File: config.mk
export PLATFORM = sky130hd
export DESIGN_NAME = sdram_arbiter
export DESIGN_NICKNAME = d
export VERILOG_FILES = /design/src/rtl/sdram_pkg.sv /design/src/rtl/sdram_arb_pick.sv /design/src/rtl/sdram_arbiter.sv
export SDC_FILE = /design/constraint.sdc
export NUM_CORES = 1
export LEC_CHECK = 0
export ABC_AREA = 1
export CELL_PAD_IN_SITES_DETAIL_PLACEMENT = 0
export CELL_PAD_IN_SITES_GLOBAL_PLACEMENT = 2
export CORE_UTILIZATION = 35
export CTS_CLUSTER_DIAMETER = 50
export DETAILED_ROUTE_END_ITERATION = 16
export DONT_BUFFER_PORTS = 1
export PLACE_DENSITY = 0.82
export SYNTH_ARGS = -nofsm -noshare
export SYNTH_HDL_FRONTEND = slang
export SYNTH_HIERARCHICAL = 1
export SYNTH_SLANG_ARGS = --single-unit
File: constraint.sdc
create_clock -name clk -period 3.5 [get_ports clk]
set_input_delay 0.7 -clock clk [delete_from_list [all_inputs] [get_ports clk]]
set_output_delay 0.7 -clock clk [all_outputs]
set_load 0.005 [all_outputs]
File: src/rtl/sdram_pkg.sv
// Shared definitions for the two-master SDRAM bridge arbiter: FSM encodings,
// port indices and the idle byte-select value.
package sdram_pkg;

  typedef enum logic [1:0] {
    ARB_IDLE = 2'b00,
    ARB_BUSY = 2'b01,
    ARB_DONE = 2'b10
  } arb_state_t;

  localparam logic ARB_PORT_I = 1'b0;  // instruction fetch unit
  localparam logic ARB_PORT_D = 1'b1;  // data / load-store unit

  localparam logic [3:0] BYTESEL_NONE = 4'b0000;

  function automatic logic is_request(input logic [3:0] bytesel);
    return bytesel != BYTESEL_NONE;
  endfunction

endpackage

File: src/rtl/sdram_arb_pick.sv
// Combinational 2-way request picker. Round-robin on the last-grant pointer by
// default; with SDRAM_ARB_FIXED_PRIO_EN defined, port 0 always wins a tie.
module sdram_arb_pick
  import sdram_pkg::*;
(
  input  logic req0,
  input  logic req1,
  input  logic last,
  output logic grant,
  output logic grant_valid
);

  assign grant_valid = req0 | req1;

`ifdef SDRAM_ARB_FIXED_PRIO_EN
  logic unused_last;
  assign unused_last = last;

  always_comb begin
    grant = req0 ? ARB_PORT_I : ARB_PORT_D;
  end
`else
  always_comb begin
    if (req0 && req1) begin
      grant = ~last;
    end else if (req0) begin
      grant = ARB_PORT_I;
    end else begin
      grant = ARB_PORT_D;
    end
  end
`endif

endmodule

File: src/rtl/sdram_arbiter.sv
// Shares the 32-bit host port of the SDRAM bridge between the fetch unit
// (port 0) and the load-store unit (port 1). Build option: SDRAM_ARB_FIXED_PRIO_EN.
module sdram_arbiter
  import sdram_pkg::*;
#(
  parameter int ADDR_WIDTH = 32
) (
  input  logic                  clk,
  input  logic                  rst_n,
  input  logic [ADDR_WIDTH-1:0] m0_addr,
  input  logic [ADDR_WIDTH-1:0] m1_addr,
  input  logic [31:0]           m0_wdata,
  input  logic [31:0]           m1_wdata,
  output logic [31:0]           m0_rdata,
  output logic [31:0]           m1_rdata,
  input  logic                  m0_wr_en,
  input  logic                  m1_wr_en,
  input  logic [3:0]            m0_bytesel,
  input  logic [3:0]            m1_bytesel,
  output logic                  m0_compl,
  output logic                  m1_compl,
  output logic [ADDR_WIDTH-1:0] b_addr,
  output logic [31:0]           b_wdata,
  input  logic [31:0]           b_rdata,
  output logic                  b_wr_en,
  output logic [3:0]            b_bytesel,
  input  logic                  b_compl
);

  arb_state_t state_q, state_d;
  logic       grant_q, grant_d;
  logic       last_grant;
  logic       pick_grant, pick_valid;

  logic [ADDR_WIDTH-1:0] sel_addr, b_addr_d;
  logic [31:0]           sel_wdata, b_wdata_d;
  logic                  sel_wr_en, b_wr_en_d;
  logic [3:0]            sel_bytesel, b_bytesel_d;
  logic [31:0]           m0_rdata_d, m1_rdata_d;
  logic                  m0_compl_d, m1_compl_d;

  sdram_arb_pick u_pick (
    .req0        (is_request(m0_bytesel)),
    .req1        (is_request(m1_bytesel)),
    .last        (last_grant),
    .grant       (pick_grant),
    .grant_valid (pick_valid)
  );

  assign sel_addr    = (pick_grant == ARB_PORT_D) ? m1_addr    : m0_addr;
  assign sel_wdata   = (pick_grant == ARB_PORT_D) ? m1_wdata   : m0_wdata;
  assign sel_wr_en   = (pick_grant == ARB_PORT_D) ? m1_wr_en   : m0_wr_en;
  assign sel_bytesel = (pick_grant == ARB_PORT_D) ? m1_bytesel : m0_bytesel;

`ifdef SDRAM_ARB_FIXED_PRIO_EN
  assign last_grant = ARB_PORT_D;
`else
  logic last_grant_d;

  // Reset to port 1 so the fetch unit wins the first tie after reset.
  always_ff @(posedge clk or negedge rst_n) begin
    if (!rst_n) begin
      last_grant <= ARB_PORT_D;
    end else begin
      last_grant <= last_grant_d;
    end
  end
`endif

  always_comb begin
    // NOTE: every signal written here gets a default first, so no path through
    // the case statement can leave one unassigned and infer a latch.
    state_d     = state_q;
    grant_d     = grant_q;
    b_addr_d    = b_addr;
    b_wdata_d   = b_wdata;
    b_wr_en_d   = b_wr_en;
    b_bytesel_d = b_bytesel;
    m0_rdata_d  = m0_rdata;
    m1_rdata_d  = m1_rdata;
    m0_compl_d  = 1'b0;
    m1_compl_d  = 1'b0;
`ifndef SDRAM_ARB_FIXED_PRIO_EN
    last_grant_d = last_grant;
`endif

    case (state_q)
      ARB_IDLE: begin
        if (pick_valid) begin
          grant_d     = pick_grant;
          b_addr_d    = sel_addr;
          b_wdata_d   = sel_wdata;
          b_wr_en_d   = sel_wr_en;
          b_bytesel_d = sel_bytesel;
          state_d     = ARB_BUSY;
        end
      end
      ARB_BUSY: begin
        if (b_compl) begin
          if (!b_wr_en) begin
            if (grant_q == ARB_PORT_D) m1_rdata_d = b_rdata;
            else                       m0_rdata_d = b_rdata;
          end
          // Completion is registered here so it is visible during DONE.
          m0_compl_d  = (grant_q == ARB_PORT_I);
          m1_compl_d  = (grant_q == ARB_PORT_D);
          b_bytesel_d = BYTESEL_NONE;
          state_d     = ARB_DONE;
        end
      end
      ARB_DONE: begin
`ifndef SDRAM_ARB_FIXED_PRIO_EN
        last_grant_d = grant_q;
`endif
        state_d = ARB_IDLE;
      end
      default: state_d = ARB_IDLE;
    endcase
  end

  always_ff @(posedge clk or negedge rst_n) begin
    // NOTE: sequential state uses non-blocking assignments so every register
    // samples the pre-edge values regardless of statement order.
    if (!rst_n) begin
      state_q   <= ARB_IDLE;
      grant_q   <= ARB_PORT_I;
      b_addr    <= '0;
      b_wdata   <= '0;
      b_wr_en   <= 1'b0;
      b_bytesel <= BYTESEL_NONE;
      m0_rdata  <= '0;
      m1_rdata  <= '0;
      m0_compl  <= 1'b0;
      m1_compl  <= 1'b0;
    end else begin
      state_q   <= state_d;
      grant_q   <= grant_d;
      b_addr    <= b_addr_d;
      b_wdata   <= b_wdata_d;
      b_wr_en   <= b_wr_en_d;
      b_bytesel <= b_bytesel_d;
      m0_rdata  <= m0_rdata_d;
      m1_rdata  <= m1_rdata_d;
      m0_compl  <= m0_compl_d;
      m1_compl  <= m1_compl_d;
    end
  end

endmodule

==> results of run 1 <==
layout make-up:
| cell class | instances | share of cell area |
|---|---|---|
| repair buffers | 7 | 0.00767 |
| flip-flops and latches | 139 | 0.508 |
| clock inverters | 13 | 0.0177 |
| inverters | 13 | 0.00712 |
| multi-input cells | 627 | 0.356 |
| clock buffers | 19 | 0.0632 |
| well taps | 225 | 0.0411 |
state kept, by name, indices dropped and copies added (netlist names), 2 cells and up:
name       count
state_q        2
b_bytesel      4
b_addr        32
m1_rdata      32
b_wdata       32
m0_rdata      32
metal layers:
metal  vias up  GRT usage  wire length (µm)
met2       213      0.309              8110
met4         0     0.0805               408
li1       2448          -                 -
met3        27     0.0736              1670
met1      2371      0.224              6800
met5         -          0                 0
path summary, 6_finish.rpt:
path / end / slack [ps] / cells past startpoint
min in group clk: m1_rdata[15]$_DFFE_PN0P_ / 400 / 2
worst max-delay path: m0_rdata[5]$_DFFE_PN0P_ / 1550 / 6
worst min register to register: m1_rdata[17]$_DFFE_PN0P_ / 490 / 2
worst max register to register: m0_rdata[5]$_DFFE_PN0P_ / 1550 / 6
max in group asynchronous: last_grant$_DFFE_PN1N_ / 3270 / 0
worst min-delay path: m1_rdata[0]$_DFFE_PN0P_ / -20 / 0
metrics by stage:
stage | hold slack (ps) | instance area (µm²) | instances
after detailed placement | 407 | 6300 | 1011
after CTS | -45.5 | 6860 | 1043
after global routing | -52.1 | 6860 | 1043
after floorplan | 404 | 6170 | 823
final | -18.8 | 6860 | 1043
after global placement | 407 | 6300 | 1011
kinds of logic after synthesis:
| family | count (synthesis) | synth area share |
|---|---|---|
| buffers and inverters | 57 | 0.0418 |
| flip-flops | 139 | 0.564 |
| AO/OA/AOI/OAI | 8 | 0.00649 |
| AND/OR/NAND/NOR | 619 | 0.388 |
where the power goes:
| group | internal (mW) | leakage [nW] | switching (mW) |
|---|---|---|---|
| Sequential | 2.36 | 1.74 | 0.680 |
| Combinational | 0.598 | 1.86 | 1.32 |
| Clock | 0.982 | 0.261 | 0.695 |
| Total | 3.94 | 3.86 | 2.69 |
Yosys cell counts:
cell type,instances
inv_1,10
nand4_1,1
nand2_1,569
nor2_4,1
dfstp_2,1
inv_2,3
buf_1,2
or2_1,1
o21ai_0,8
clkbuf_1,7
nand3_2,1
nor2_2,1
nor2_1,6
dfrtp_1,138
nand3_1,39
buf_2,35
==> impl_metrics.json, run 1 <==
{
  "status": "complete, but fails checks",
  "violations": "negative hold slack",
  "path_cells": "nor2_4 > buf_4 > nand3_1 > buf_4 > nand2_1 > nand2_1",
  "drv_cap": 0,
  "final_common_cell": "nand2_1",
  "worstPathArrival_ps": 2250,
  "cts_buffer_depth": 2,
  "io-pin-count": 308,
  "ys_top_cells_by_area": "dfrtp_1 56%, nand2_1 35%, nand3_1 3.2%",
  "worst_slack_ps": 1550,
  "crit_required_ps": 3800,
  "crit_path_start": "b_wr_en$_DFFE_PN0P_",
  "die_y_um": 135,
  "syn_nets": 996,
  "synth_top_area_cell": "dfrtp_1",
  "clock_latency_ps": 410,
  "postRouteAntennaNets": 0,
  "peakVddDrop_v": 0.000654,
  "slew_headroom": 0.228,
  "critPathTopFamily": "buffers and inverters",
  "utilization": 0.398,
  "fmax_mhz": 512,
  "cts_made_buffers": 17,
  "grt_pass1_wl_um": 26400,
  "cts_resized": 0,
  "clk_pin_slew_ps": 60,
  "path_buf_inv": 2,
  "drive_above_1_share": 0.0575,
  "tightest_slew_ps": 1160,
  "grt_overflow": 0,
  "n_antenna_cell": 0,
  "hold_viol": 12,
  "post-cts-setup-buffer-count": 0,
  "leakage_nw": 3.86,
  "skew_ps": 9.72,
  "finalCritPeriodShare": 0.558,
  "die_w_um": 135,
  "total_power_mw": 6.63,
  "synth.distinct_cells": 16,
  "rsz0062_at_grt": "no",
  "regToRegStartpoint": "b_wr_en$_DFFE_PN0P_",
  "drt-initial-drc-count": 205,
  "fill_cells": 1811,
  "min_period_ps": 1950,
  "place_congestion": 0.840,
  "multi_input_area_mm2": 0.00244,
  "synthCells": 823,
  "totalWireLength_um": 17000,
  "rows": 48,
  "hp-class": "in2async",
  "layout_common_cells": "568 x nand2_1, 138 x dfrtp_1, 39 x nand3_1, 17 x clkbuf_16, 9 x inv_1",
  "setup_violations": 0,
  "grt_pass1_vias": 4900,
  "cp_max_fo": 34,
  "powerDensity_mw_per_mm2": 967,
  "synth_area_mm2": 0.00617,
  "pre_cts_slack_ps": 1160,
  "syn_area_per_cell_um2": 7.50,
  "cts_tree": "done",
  "max_stage_delay_ps": 460,
  "whs_ps": -18.8,
  "h-tree-depth": 4,
  "final-seq-area_mm2": 0.00348,
  "yosysWarnings": 6,
  "ys_seq_elements": 139,
  "drt_pre_antenna_iters": 4,
  "dp_hpwl_um": 12000,
  "vias": 5059,
  "root_buffer": "clkbuf_16",
  "num-nets-final": 978,
  "grtUsageTotal": 0.190,
  "grt_max_degree": 140,
  "fin_tns_setup_ps": 0,
  "start_util": 0.358,
  "route.detailed.drc": 0,
  "core_mm2": 0.0172,
  "worstSetupPathType": "reg2reg",
  "die_area_mm2": 0.0182,
  "portBuffers": 0,
  "antenna_found_initial": 0,
  "syn_to_final_growth_pct": 11.1,
  "yosysSeqAreaShare": 0.564,
  "worstSetupEndpointType": "flip-flop",
  "slowest_stage": "dfrtp_1",
  "start_kind": "flip-flop",
  "cts_sinks": 139,
  "synth_top_area_frac": 0.560,
  "vias_per_cell": 4.85,
  "wl_per_cell_um": 16.3,
  "drv_slew": 0
}
(Power assumes the default switching activity.)
==> run 2, diff against run 1 <==
--- a/config.mk
+++ b/config.mk
@@ -8,11 +8,11 @@
 export ABC_AREA = 1
 export CELL_PAD_IN_SITES_DETAIL_PLACEMENT = 0
 export CELL_PAD_IN_SITES_GLOBAL_PLACEMENT = 2
-export CORE_UTILIZATION = 35
+export CORE_UTILIZATION = 33
 export CTS_CLUSTER_DIAMETER = 50
 export DETAILED_ROUTE_END_ITERATION = 16
 export DONT_BUFFER_PORTS = 1
-export PLACE_DENSITY = 0.82
+export PLACE_DENSITY = 0.78
 export SYNTH_ARGS = -nofsm -noshare
 export SYNTH_HDL_FRONTEND = slang
 export SYNTH_HIERARCHICAL = 1
==> constraint.sdc (replaced) <==
create_clock -name clk -period 2.01 [get_ports clk]
set_input_delay 0.402 -clock clk [delete_from_list [all_inputs] [get_ports clk]]
set_output_delay 0.402 -clock clk [all_outputs]
set_load 0.005 [all_outputs]
==> impl_metrics.json, run 2 (synthesis gave the netlist of run 1 again) <==
{
  "status": "complete, but fails checks",
  "violations": "design-rule violations, negative hold slack",
  "grt_overflow": 0,
  "drt-initial-drc-count": 263,
  "setup_violations": 0,
  "drt_pre_antenna_iters": 14,
  "root_buffer": "clkbuf_16",
  "netSwitchingFraction": 0.395,
  "start_kind": "flip-flop",
  "totalWireLength_um": 17100,
  "dp_hpwl_um": 12300,
  "worstSetupEndpointType": "flip-flop",
  "worstSetupPathType": "reg2reg",
  "core_mm2": 0.0181,
  "utilization": 0.386,
  "postRouteAntennaNets": 0,
  "vias_per_cell": 4.77,
  "cts_tree": "done",
  "place_area_mm2": 0.00639,
  "rows": 49,
  "min_period_ps": 1510,
  "drv_cap": 0,
  "p_sw_mw": 4.76,
  "grtUsageTotal": 0.182,
  "whs_ps": -326,
  "cts_resized": 0,
  "worst_slack_ps": 498,
  "die_y_um": 139,
  "grt_max_degree": 140,
  "num-nets-final": 984,
  "io-pin-count": 308,
  "post-cts-setup-buffer-count": 0,
  "hp-class": "in2async",
  "antenna_found_initial": 0,
  "final_common_cell": "nand2_1",
  "clkPwrFrac": 0.273,
  "fill_cells": 1897,
  "cts_sinks": 139,
  "place_congestion": 0.839,
  "clk_pin_slew_ps": 60,
  "reg2reg_slack_ps": 500,
  "slew_headroom": 0.699,
  "ff2ff_path_depth": 9,
  "tightest_slew_ps": 452,
  "h-tree-depth": 4,
  "cts_made_buffers": 17,
  "grt_pass1_wl_um": 27000,
  "worstPathArrival_ps": 1860,
  "cp_max_fo": 35,
  "finalCritPeriodShare": 0.752,
  "skew_ps": 8.63,
  "cts_buffer_depth": 2,
  "syn_to_final_growth_pct": 13.6,
  "internal_power_mw": 7.28,
  "die_area_mm2": 0.0193,
  "n_antenna_cell": 0,
  "drive_above_1_share": 0.0667,
  "leakage_nw": 3.94,
  "vias": 5024,
  "powerDensity_mw_per_mm2": 1720,
  "crit_required_ps": 2360,
  "portBuffers": 0,
  "grt_pass1_vias": 4910,
  "die_w_um": 139,
  "sequentialPowerShare": 0.440,
  "fin_area_mm2": 0.00701,
  "route.detailed.drc": 17,
  "start_util": 0.340,
  "peakVddDrop_v": 0.000552,
  "wl_per_cell_um": 16.2,
  "drv_slew": 0,
  "fin_tns_setup_ps": 0,
  "rsz0062_at_grt": "no",
  "p_comb_frac": 0.288,
  "clock_latency_ps": 420,
  "layout_common_cells": "568 x nand2_1, 138 x dfrtp_1, 39 x nand3_1, 17 x clkbuf_16, 10 x buf_4",
  "fmax_mhz": 661,
  "pre_cts_slack_ps": 363,
  "hold_viol": 139
}
-- run 2: power groups by stage --
stage                     sequential [mW]  combinational (mW)  clock, mW
after global placement               5.35                3.43          0
after CTS                            5.33                3.57       3.38
after global routing                 5.44                4.08       3.52
final                                5.29                3.46       3.28
after floorplan                      4.90                2.77          0
after detailed placement             5.35                3.58          0
-- run 2: layout make-up --
type,count,area (µm²),share of cell area
clock buffer,18,439,0.0626
clock inverter,14,184,0.0262
inverter,13,48.8,0.00696
multi-input combinational,627,2440,0.348
sequential,139,3480,0.496
tap,229,287,0.0409
timing repair buffer,13,135,0.0193
-- run 2: routing by layer --
| metal | wire, µm | GRT usage | vias up |
|---|---|---|---|
| met2 | 8530 | 0.310 | 211 |
| met4 | 436 | 0.0749 | 0 |
| met5 | 0 | 0 | - |
| met1 | 6490 | 0.204 | 2311 |
| met3 | 1650 | 0.0718 | 32 |
| li1 | - | - | 2470 |
-- run 2: worst max-delay path: stages (launching register included) --
cell,delay (ps)
dfstp_2,530
inv_1,40
nand2_1,60
nand2_2,70
inv_2,200
buf_12,220
nand2_1,70
nand2_1,100
nand2_1,70
nand2_1,70
-- run 2: final timing paths --
kind	end	start
max	b_addr[19]$_DFFE_PN0P_	last_grant$_DFFE_PN1N_
min	m1_rdata[23]$_DFFE_PN0P_	rst_n
max reg2reg	b_addr[19]$_DFFE_PN0P_	last_grant$_DFFE_PN1N_
min reg2reg	last_grant$_DFFE_PN1N_	last_grant$_DFFE_PN1N_
max in group asynchronous	m0_rdata[0]$_DFFE_PN0P_	rst_n
min in group clk	m1_rdata[28]$_DFFE_PN0P_	b_rdata[28]
-- run 2: through the flow --
step	hold slack [ps]	cells	total power, mW
global placement	109	1021	8.78
finish	-326	1053	12.0
floorplan	106	823	7.67
detailed placement	110	1021	8.92
CTS	-347	1053	12.3
global route	-356	1053	13.0
